### src/rtl/logic_op_pkg.sv
// logic_op_pipe shared types: op encodings and the bitwise op helper.
// Operands are widened to MAX_W so one function serves every WIDTH.
package logic_op_pkg;

  localparam int MAX_W = 64;

  typedef logic [MAX_W-1:0] word_t;

  typedef enum logic [2:0] {
    OP_AND  = 3'd0,
    OP_OR   = 3'd1,
    OP_XOR  = 3'd2,
    OP_NAND = 3'd3,
    OP_NOR  = 3'd4,
    OP_XNOR = 3'd5,
    OP_ANDN = 3'd6,
    OP_PASS = 3'd7
  } op_e;

  function automatic word_t apply_op(
    input word_t a,
    input word_t b,
    input op_e   op
  );
    word_t r;
    r = '0;
    unique case (op)
      OP_AND:  r = a & b;
      OP_OR:   r = a | b;
      OP_XOR:  r = a ^ b;
      OP_NAND: r = ~(a & b);
      OP_NOR:  r = ~(a | b);
      OP_XNOR: r = ~(a ^ b);
      OP_ANDN: r = a & ~b;
      OP_PASS: r = a;
    endcase
    return r;
  endfunction

endpackage

### src/rtl/logic_op_stage.sv
// One valid/data register slice of the logic_op_pipe pipeline.
// Loads when empty or when its consumer takes the held beat.
module logic_op_stage
  import logic_op_pkg::*;
#(
  parameter int WIDTH = 8
) (
  input  logic             clk,
  input  logic             areset,
  input  logic             in_valid,
  output logic             in_ready,
  input  logic [WIDTH-1:0] in_data,
  output logic             out_valid,
  input  logic             out_ready,
  output logic [WIDTH-1:0] out_data
);

  assign in_ready = !out_valid || out_ready;

  always_ff @(posedge clk or posedge areset) begin
    if (areset) begin
      out_valid <= 1'b0;
      out_data  <= '0;
    end else if (in_ready) begin
      out_valid <= in_valid;
      if (in_valid) out_data <= in_data;
    end
  end

endmodule

### src/rtl/logic_op_pipe.sv
// Pipelined bitwise op unit with optional fold-accumulate operand.
// Stage 1 captures the op result; later stages are plain slices.
module logic_op_pipe
  import logic_op_pkg::*;
#(
  parameter int WIDTH  = 8,
  parameter int STAGES = 2,
  parameter int ACC_EN = 1
) (
  input  logic             clk,
  input  logic             areset,
  input  logic             in_valid,
  output logic             in_ready,
  input  logic [WIDTH-1:0] in_a,
  input  logic [WIDTH-1:0] in_b,
  input  logic [2:0]       in_op,
  input  logic             in_acc,
  input  logic             in_last,
  output logic             out_valid,
  input  logic             out_ready,
  output logic [WIDTH-1:0] out_result,
  output logic             out_zero,
  output logic [WIDTH-1:0] out_comb
);

  logic             vld [STAGES+1];
  logic             rdy [STAGES+1];
  logic [WIDTH-1:0] dat [STAGES+1];

  logic [WIDTH-1:0] acc;
  logic             acc_live;
  logic             fold;
  logic             accept;
  word_t            a_w;
  word_t            b_w;
  word_t            r_w;
  word_t            c_w;
  logic             unused_hi;

  assign fold   = (ACC_EN != 0) && in_acc;
  assign accept = in_valid && in_ready;

  assign a_w = word_t'(in_a);
  assign b_w = fold ? word_t'(acc)
                    : word_t'(in_b);
  assign r_w = apply_op(a_w, b_w, op_e'(in_op));
  assign c_w = apply_op(a_w, word_t'(in_b),
                        op_e'(in_op));

  // First fold beat of a sequence seeds with A.
  assign dat[0] = (fold && !acc_live)
                ? in_a : r_w[WIDTH-1:0];
  assign vld[0] = in_valid;

  assign out_comb  = c_w[WIDTH-1:0];
  assign unused_hi = ^{r_w, c_w};

  generate
    if (ACC_EN != 0) begin : g_acc
      always_ff @(posedge clk or posedge areset) begin
        if (areset) begin
          acc      <= '0;
          acc_live <= 1'b0;
        end else if (accept) begin
          if (fold) begin
            acc      <= dat[0];
            acc_live <= 1'b1;
          end
          if (in_last) acc_live <= 1'b0;
        end
      end
    end else begin : g_noacc
      logic unused_last;
      assign acc         = '0;
      assign acc_live    = 1'b0;
      assign unused_last = in_last;
    end
  endgenerate

  genvar k;
  generate
    for (k = 0; k < STAGES; k++) begin : g_stg
      logic_op_stage #(
        .WIDTH(WIDTH)
      ) u_stage (
        .clk      (clk),
        .areset   (areset),
        .in_valid (vld[k]),
        .in_ready (rdy[k]),
        .in_data  (dat[k]),
        .out_valid(vld[k+1]),
        .out_ready(rdy[k+1]),
        .out_data (dat[k+1])
      );
    end
  endgenerate

  assign rdy[STAGES] = out_ready;
  assign in_ready    = rdy[0];
  assign out_valid   = vld[STAGES];
  assign out_result  = dat[STAGES];
  assign out_zero    = (dat[STAGES] == '0);

endmodule

### config.mk
export PLATFORM = sky130hd
export DESIGN_NAME = logic_op_pipe
export DESIGN_NICKNAME = d
export VERILOG_FILES = /design/src/rtl/logic_op_pkg.sv /design/src/rtl/logic_op_stage.sv /design/src/rtl/logic_op_pipe.sv
export SDC_FILE = /design/constraint.sdc
export NUM_CORES = 1
export LEC_CHECK = 0
export ABC_CLOCK_PERIOD_IN_PS = 2200
export BUFFER_PORTS_ARGS = -buffer_cell sky130_fd_sc_hd__clkbuf_2
export CORE_AREA = 5 5 80 82
export CTS_CLUSTER_DIAMETER = 150
export DETAILED_ROUTE_END_ITERATION = 6
export DIE_AREA = 0 0 85 87
export GPL_TIMING_DRIVEN = 0
export PLACE_DENSITY_LB_ADDON = 0.25
export SYNTH_ARGS = -nofsm -noshare
export SYNTH_HDL_FRONTEND = slang
export SYNTH_HIERARCHICAL = 1
export SYNTH_SLANG_ARGS = --single-unit
### constraint.sdc
create_clock -name clk -period 2.2 [get_ports clk]
set_clock_uncertainty 0.15 [all_clocks]
set_input_delay 0.44 -clock clk [delete_from_list [all_inputs] [get_ports clk]]
set_output_delay 0.44 -clock clk [all_outputs]
set_load 0.02 [all_outputs]
==> results of run 1 <==
[worst paths after layout]
| path | cells past startpoint | slack [ps] | from | to |
|---|---|---|---|---|
| setup / recovery | 7 | -130 | in_a[2] | out_comb[2] |
| hold / removal | 2 | 210 | in_last | acc_live |
| setup reg to reg | 9 | -50 | acc[6] | g_stg[0].u_stage/out_data[6] |
| hold reg to reg | 1 | 370 | g_stg[0].u_stage/out_data[3] | g_stg[1].u_stage/out_data[3] |
| max in group asynchronous | 3 | 1060 | areset | acc[6] |
| min in group asynchronous | 3 | 510 | areset | g_stg[1].u_stage/out_data[6] |
[metrics by stage]
step | area (µm²) | cells | setup WS, ps | setup TNS, ps | hold WS (ps)
floorplan | 3270 | 370 | -86.6 | -356 | 118
global placement | 3570 | 487 | -351 | -3630 | 269
detailed placement | 3570 | 487 | -380 | -4160 | 280
CTS | 4050 | 507 | -143 | -404 | 211
global route | 4430 | 522 | -159 | -824 | 200
finish | 4430 | 522 | -135 | -414 | 215
[flip-flops by register name, summed over array words and instances, names as in the netlist]
name / cells
g_stg.u_stage/out_data: 16
acc: 8
g_stg.u_stage/out_valid: 2
acc_live: 1
[worst max-delay path: stages]
cell                        delay [ps]
sky130_fd_sc_hd__clkbuf_16         120
sky130_fd_sc_hd__inv_8              30
sky130_fd_sc_hd__ha_4              250
sky130_fd_sc_hd__inv_2              30
sky130_fd_sc_hd__mux4_2            450
sky130_fd_sc_hd__mux2_4            290
sky130_fd_sc_hd__buf_8             130
[cells in the final DEF, fill, tap and decap left out, drive strengths merged, types with 10 or more instances in the layout]
| master | count |
|---|---|
| o21ai | 18 |
| mux2 | 27 |
| ha | 48 |
| buf | 61 |
| a21oi | 23 |
| clkbuf | 34 |
| nor3 | 13 |
| nand2b | 10 |
| o21a | 12 |
| nor2 | 32 |
| dfrtp | 27 |
| o221ai | 10 |
| inv | 31 |
| nand2 | 39 |
[area by class of cell]
type                            count  share of cell area, %
Clock inverter                      1                  0.170
Tap cell                           75                   2.12
Inverter                           32                   3.79
Sequential cell                    27                   15.3
Timing Repair Buffer               73                   15.3
Clock buffer                        3                  0.933
Buffer                             20                   4.80
Multi-Input combinational cell    291                   57.6
[cells by family (layout without fill, tap and decap cells)]
| kind of cell | Yosys count | in the layout | synth area share (%) |
|---|---|---|---|
| AND/OR/NAND/NOR | 112 | 112 | 17.9 |
| buffers and inverters | 52 | 129 | 7.15 |
| AO/OA/AOI/OAI | 94 | 94 | 20.1 |
| adder cells (fa/ha/maj) | 48 | 48 | 18.6 |
| flip-flops | 27 | 27 | 21.0 |
| multiplexers | 37 | 37 | 15.2 |
[per-layer routing]
layer	up-vias	track usage (%)	wire, µm
met3	39	2.84	503
li1	1472	-	-
met1	1577	30.1	4070
met2	145	43.4	5070
met5	-	0	0
met4	0	8.06	349
[timing repair]
item	CTS	global route
resized for setup	80	67
gates cloned	0	2
buffers inserted	15	13
setup endpoints to repair	9	13
endpoints found under the hold margin	27	0
pin swaps	8	22
hold buffers	1	0
[where the power goes]
part,internal [µW],switching (µW),total [µW]
clock network,129,161,289
logic,632,632,1260
registers,637,101,739
==> impl.org, run 1 <==
** Drt
- After detailed routing, the average wire length per cell comes to approximately 19 µm.
- Number of nets with antenna violations after detailed routing :: 0
- Iteration-0 DRC Markers :: 320
- In the routed design, unresolved DRC markers number 0.
- Total via count after detailed routing :: ~3200
- Detailed Routing Iterations Pass 1 :: 5
- Overall routed net length :: 9.99 mm
- Using the TritonRoute via totals, the vias-per-cell ratio works out to between 6 and 7.

** GRT
- After global routing the overflow that remains totals 0.
- First-pass GRT wire length :: ~14 mm
- The number of global-route vias before repair is 3072.
- Combined global-route utilization of all metal layers :: about a quarter
- Entering global routing, the biggest net connects 17 pins.
- The number of antenna violations at the first check in global routing is 0.

** STA
- The final number of hold-violating endpoints was 0.
- Unrepaired setup endpoints after global routing :: true
- Static timing analysis puts the maximum clock frequency at ~430 MHz.
- Headroom to the max-slew limit came out at 62.4%.
- Setup-failing EPs final :: 7
- The number of pins exceeding their max-slew limit in the final report is 0.
- Final setup margin :: -135 ps
- Fin crit period :: 2330 ps
- The worst path uses 106% of the clock period.
- For the pin with the worst max-slew slack, the measured transition is ~560 ps.

** Worst setup path
- Worst endpoint required time :: about 1600 ps
- The worst setup path is captured at an output port.
- The worst setup path is launched from an input pin.
- Arrival time of data at the critical path endpoint :: approximately 1700 ps
- Maximum fanout along the worst path :: 4
- Worst Path Class, Setup :: in -> out

** Synth
- The commonest cells after synthesis are sky130_fd_sc_hd__ha_1 (48), sky130_fd_sc_hd__nand2_1 (35), sky130_fd_sc_hd__inv_1 (32).
- The number of different library cells used by synthesis comes to 46.
- The synthesized design contains 0 enable-type register cells.
- Sequential cells were found to cover about a fifth of the synthesized design area.
- Most common cell in the netlist :: sky130_fd_sc_hd__ha_1
- Fraction of synthesis flops using an asynchronous set or reset pin :: between 90% and 100%
- In this run the mean area of a mapped cell was 8.71 µm².
- The synthesized netlist occupies a cell area of 0.00322 mm².
- Top cells by area in the synthesized netlist :: sky130_fd_sc_hd__dfrtp_1 (21%), sky130_fd_sc_hd__ha_1 (19%), sky130_fd_sc_hd__mux2_4 (7.5%), sky130_fd_sc_hd__nand2_1 (4.1%), sky130_fd_sc_hd__mux2_2 (3.8%)
- Leading register cell type out of synthesis :: sky130_fd_sc_hd__dfrtp_1
- Net Count, Synth :: between 400 and 500
- The cell count after synthesis came out at 370.
- Of the post-synthesis cell area, the dominant cell type holds 21.0%.
- Seq cells post-synth :: 27
- Of all cell types, the one taking the most synthesized area is sky130_fd_sc_hd__dfrtp_1.
- The Yosys step of the flow raised 6 warnings.

** Die
- Die Y :: 87 µm
- Die Area :: around 0.0074 mm²
- Area inside the core boundary :: about 0.0057 mm²
- I/O pin count :: 44
- Die Width :: approximately 85 µm
- Initial Utilization :: about 57%
- Placement row count :: 28

** Status
- The final reports fail on negative setup slack.
- The run finished, with violations left.

** Power
- For this design the static power due to leakage is around 0.0021 µW.
- Power density cells :: approximately 520 mW/mm²
- Final Total Pwr :: between 2000 and 2500 µW
- Worst voltage drop across the vdd grid :: between 0.4 and 0.5 mV

** CTS
- Largest buffer count on any clock path :: 2
- Root Buffer Master :: sky130_fd_sc_hd__clkbuf_8
- Worst-skew pair later-pin latency :: roughly 280 ps
- Clock sink total :: 27
- TritonCTS built the clock tree.
- H-tree Lvls :: 1
- TritonCTS buffer count :: 3
- Clock-pin slew was measured on the worst setup and hold paths at roughly 90 ps.

** Finish
- Multi-input gate area in the final layout :: roughly 0.0025 mm²
- Fill cells in the final layout number 374.
- Antenna diode count :: 0
- Net count, final :: roughly 520
- Sequential cell area :: ~680 µm²
- Final design utilization :: a little under 80%
- Syn-to-layout area delta :: 37.4%
- Cells with a size suffix above 1 make up between 40% and 50% of the layout.

** Worst hold path
- Worst hold path class :: in -> reg

** Placed design
- Input and output buffers added on the ports amount to 42.
- The HPWL after detailed placement is about 6.5 mm.
- At the end of routability-driven placement, the weighted congestion stood at slightly below 0.9.

** Flow run
- The tool flagged a number of max-cap violations equal to 0.
(Power assumes the default switching activity.)
==> run 2, diff against run 1 <==
PLACE_DENSITY = 0.9   (was unset)
PLACE_DENSITY_LB_ADDON = unset   (was 0.25)
==> impl.org, run 2 (synthesized netlist as in run 1, its figures left out) <==
** Die
- The total I/O pin count is 44 (unchanged).
- Die Area :: 0.00740 mm² (unchanged)
- The width of the die came to 85 µm (unchanged).
- The height of the chip was 87 µm (unchanged).
- The core outline area came to 0.00568 mm² (unchanged).
- Initial Utilization :: 56.8% (unchanged)
- Placement row count :: 28 (unchanged)

** STA
- Setup repair after global routing could not meet its margin everywhere.
- Worst max-slew margin expressed relative to the limit :: 55.6% (-6.8 points)
- Max Clock Freq :: 424 MHz (-0.93%)
- The worst setup margin came to -157 ps (-21.8 ps).
- Number of failing hold endpoints at the final stage :: 0 (unchanged)
- Part of the cycle the worst path needs :: 107% (+0.99 points)
- The clock period minus final worst setup slack is 2360 ps (+21.8 ps).
- The number of setup violations in the final report is 15 (+8).
- Actual slew at the worst max-slew pin :: 664 ps (+102 ps)
- The worst hold margin is 236 ps (+21.6 ps).
- Slew Limit Fails :: 0 (unchanged)

** Flow run
- Number of maximum-capacitance violations :: 0 (unchanged)

** Worst setup path
- The critical path is of the in -> out type.
- The register-to-register path setup slack came to -110 ps (-60 ps).
- Slowest cell delay on critical path :: 460 ps (about the same)
- The depth of the worst register-to-register path is 9 (unchanged).
- The signal on the critical path passes through clkbuf_16 > inv_8 > ha_4 > inv_2 > mux4_2 > mux2_4 > buf_8.
- The worst setup path is captured at an output port.
- The number of buffer and inverter stages on the critical path came to 4 (unchanged).
- The required time of the worst setup path is 1610 ps (about the same).
- The endpoint identified for the worst register-to-register timing path is g_stg[0].u_stage/out_data[0].
- For this design, the slowest cell found on the critical path is sky130_fd_sc_hd__mux4_2.
- Worst r2r src :: acc[0]
- The peak fanout along the critical path is 4 (unchanged).
- Top Family by Delay on Critical Path :: multiplexers
- Arrival time of data at the critical path endpoint :: 1770 ps (+30 ps)
- Kind of start point of the critical path :: input pin

** Drt
- Overall routed net length :: 12.7 mm (+27%)
- The residual antenna-violating net count after detailed routing was 0 (unchanged).
- Vias/cell :: 6.80 (+9.8%)
- Detailed Routing Iterations Pass 1 :: 6 (+1)
- DRC errors left :: 0 (unchanged)
- Iteration-0 DRC Markers :: 591 (+85%)
- The overall via count from detail_route is 3618 (+12%).
- WL per Instance :: 23.8 µm (+24%)

** Status
- The flow ran to the end, but the final reports show violations.
- The checks that failed: negative setup slack.

** Finish
- The number of fill cells was 296 (-21%).
- Flip-flop count of the largest register after layout :: 16 (unchanged)
- The share of final-layout standard cells stronger than drive strength 1 was 46.0% (+5.0 points).
- The diode insertion count for antenna repair is 0 (unchanged).
- Largest registers :: g_stg.u_stage/out_data: 16 flops, acc: 8 flops, g_stg.u_stage/out_valid: 2 flops
- Net count, final :: 531 (+1.9%)
- More flip-flops sit in one register than any other, and that register is g_stg.u_stage/out_data.
- Relative to the synthesized area, the layout overhead comes to 43.6%.
- Leading cell type in the layout, fill and taps excluded :: sky130_fd_sc_hd__buf_4
- The top cell types in the final layout, fill and taps aside, are sky130_fd_sc_hd__buf_4 (41), sky130_fd_sc_hd__nand2_1 (33), sky130_fd_sc_hd__ha_1 (33), sky130_fd_sc_hd__dfrtp_1 (27), sky130_fd_sc_hd__nor2_1 (25).

** GRT
- The number of antenna violations at the first check in global routing was 0 (unchanged).
- Gr ovfl total :: 0 (unchanged)
- The number of global-route vias before repair came to 3130 (+1.9%).
- The largest net degree at the start of global routing is 15 (-2).
- The wire length of the first global-routing pass was 14.9 mm (+2.9%).
- Combined global-route utilization of all metal layers :: 24.7% (+0.46 points)

** CTS
- The clock latency of the later-clocked register in the worst-skew pair was 270 ps (about the same).
- TritonCTS clock tree :: yes
- The total clock buffers created by CTS is 3 (unchanged).
- The clock-pin transition on the worst setup and hold timing paths was 90 ps (about the same).
- The number of buffers on the longest clock path came to 2 (unchanged).
- Clock sink total :: 27 (unchanged)
- Root Buffer Master :: sky130_fd_sc_hd__clkbuf_8
- The deepest level of the CTS H-tree is 1 (unchanged).

** Worst hold path
- In this run the most critical hold path is launched from in_last.
- Destination of the worst hold path :: acc_live
- Number of cells on the worst hold path :: 2 (unchanged)
- Worst hold path class :: in -> reg

** Placed design
- The final weighted congestion in routability-driven placement came to 0.968 (+8.8%).
- Placed wire-length estimate after detailed placement :: 6.22 mm (-4.2%)
- The number of input and output port buffers inserted came to 42 (unchanged).

** Power
- Power density cells :: 527 mW/mm² (+1.8%)
- Worst voltage drop across the vdd grid :: 0.402 mV (-14%)
- Pleak :: 0.00215 µW (+3.7%)
- The total design power came to 2440 µW (+6.4%).
-- run 2: layer usage --
layer / GRT usage [%] / wire length, µm / vias up
met1: 30.2 / 4580 / 1682
met4: 11.4 / 927 / 0
li1: - / - / 1477
met5: 0 / 0 / -
met3: 2.27 / 1430 / 116
met2: 43.6 / 5730 / 343
-- run 2: layout make-up --
| class | count | area, µm² | area share, % |
|---|---|---|---|
| Multi-Input combinational cell | 291 | 2650 | 57.2 |
| Timing Repair Buffer | 83 | 754 | 16.3 |
| Sequential cell | 27 | 676 | 14.6 |
| Buffer | 20 | 244 | 5.27 |
| Inverter | 32 | 165 | 3.57 |
| Tap cell | 75 | 93.8 | 2.03 |
| Clock buffer | 4 | 45.0 | 0.974 |
-- run 2: timing repair --
item	4_1_cts	5_1_grt
setup buffers	12	27
endpoints found under the setup margin	8	14
gates resized for setup	87	103
endpoints found under the hold margin	18	0
gates cloned	0	1
hold buffers	1	0
pin swaps	8	33
-- run 2: how the worst max path moves through the flow --
stage | from | to | slack (ps) | cells after the start
2_1_floorplan | in_acc | g_stg[0].u_stage/out_data[2] | -90 | 10
3_3_place_gp | in_a[2] | out_comb[2] | -350 | 7
3_5_place_dp | in_a[2] | out_comb[2] | -360 | 7
4_1_cts | in_b[3] | out_comb[3] | -130 | 7
5_1_grt | in_a[3] | out_comb[3] | -180 | 7
6_report | in_a[3] | out_comb[3] | -160 | 7
-- run 2: power by group --
part	internal (µW)	leakage (µW)	switching, µW
combinational	690	0.00180	715
clock	130	0.0000228	149
sequential	638	0.000325	116
-- run 2: per-stage QoR --
stage	cell area [µm²]	util [%]	setup TNS, ps	cells	setup WS, ps
after floorplan	3270	-	-356	370	-86.6
after global placement	3570	62.9	-3330	487	-347
after detailed placement	3570	62.9	-3950	487	-360
after CTS	4030	71.1	-311	504	-127
after global routing	4630	81.5	-1350	532	-183
final	4630	81.5	-1020	532	-157
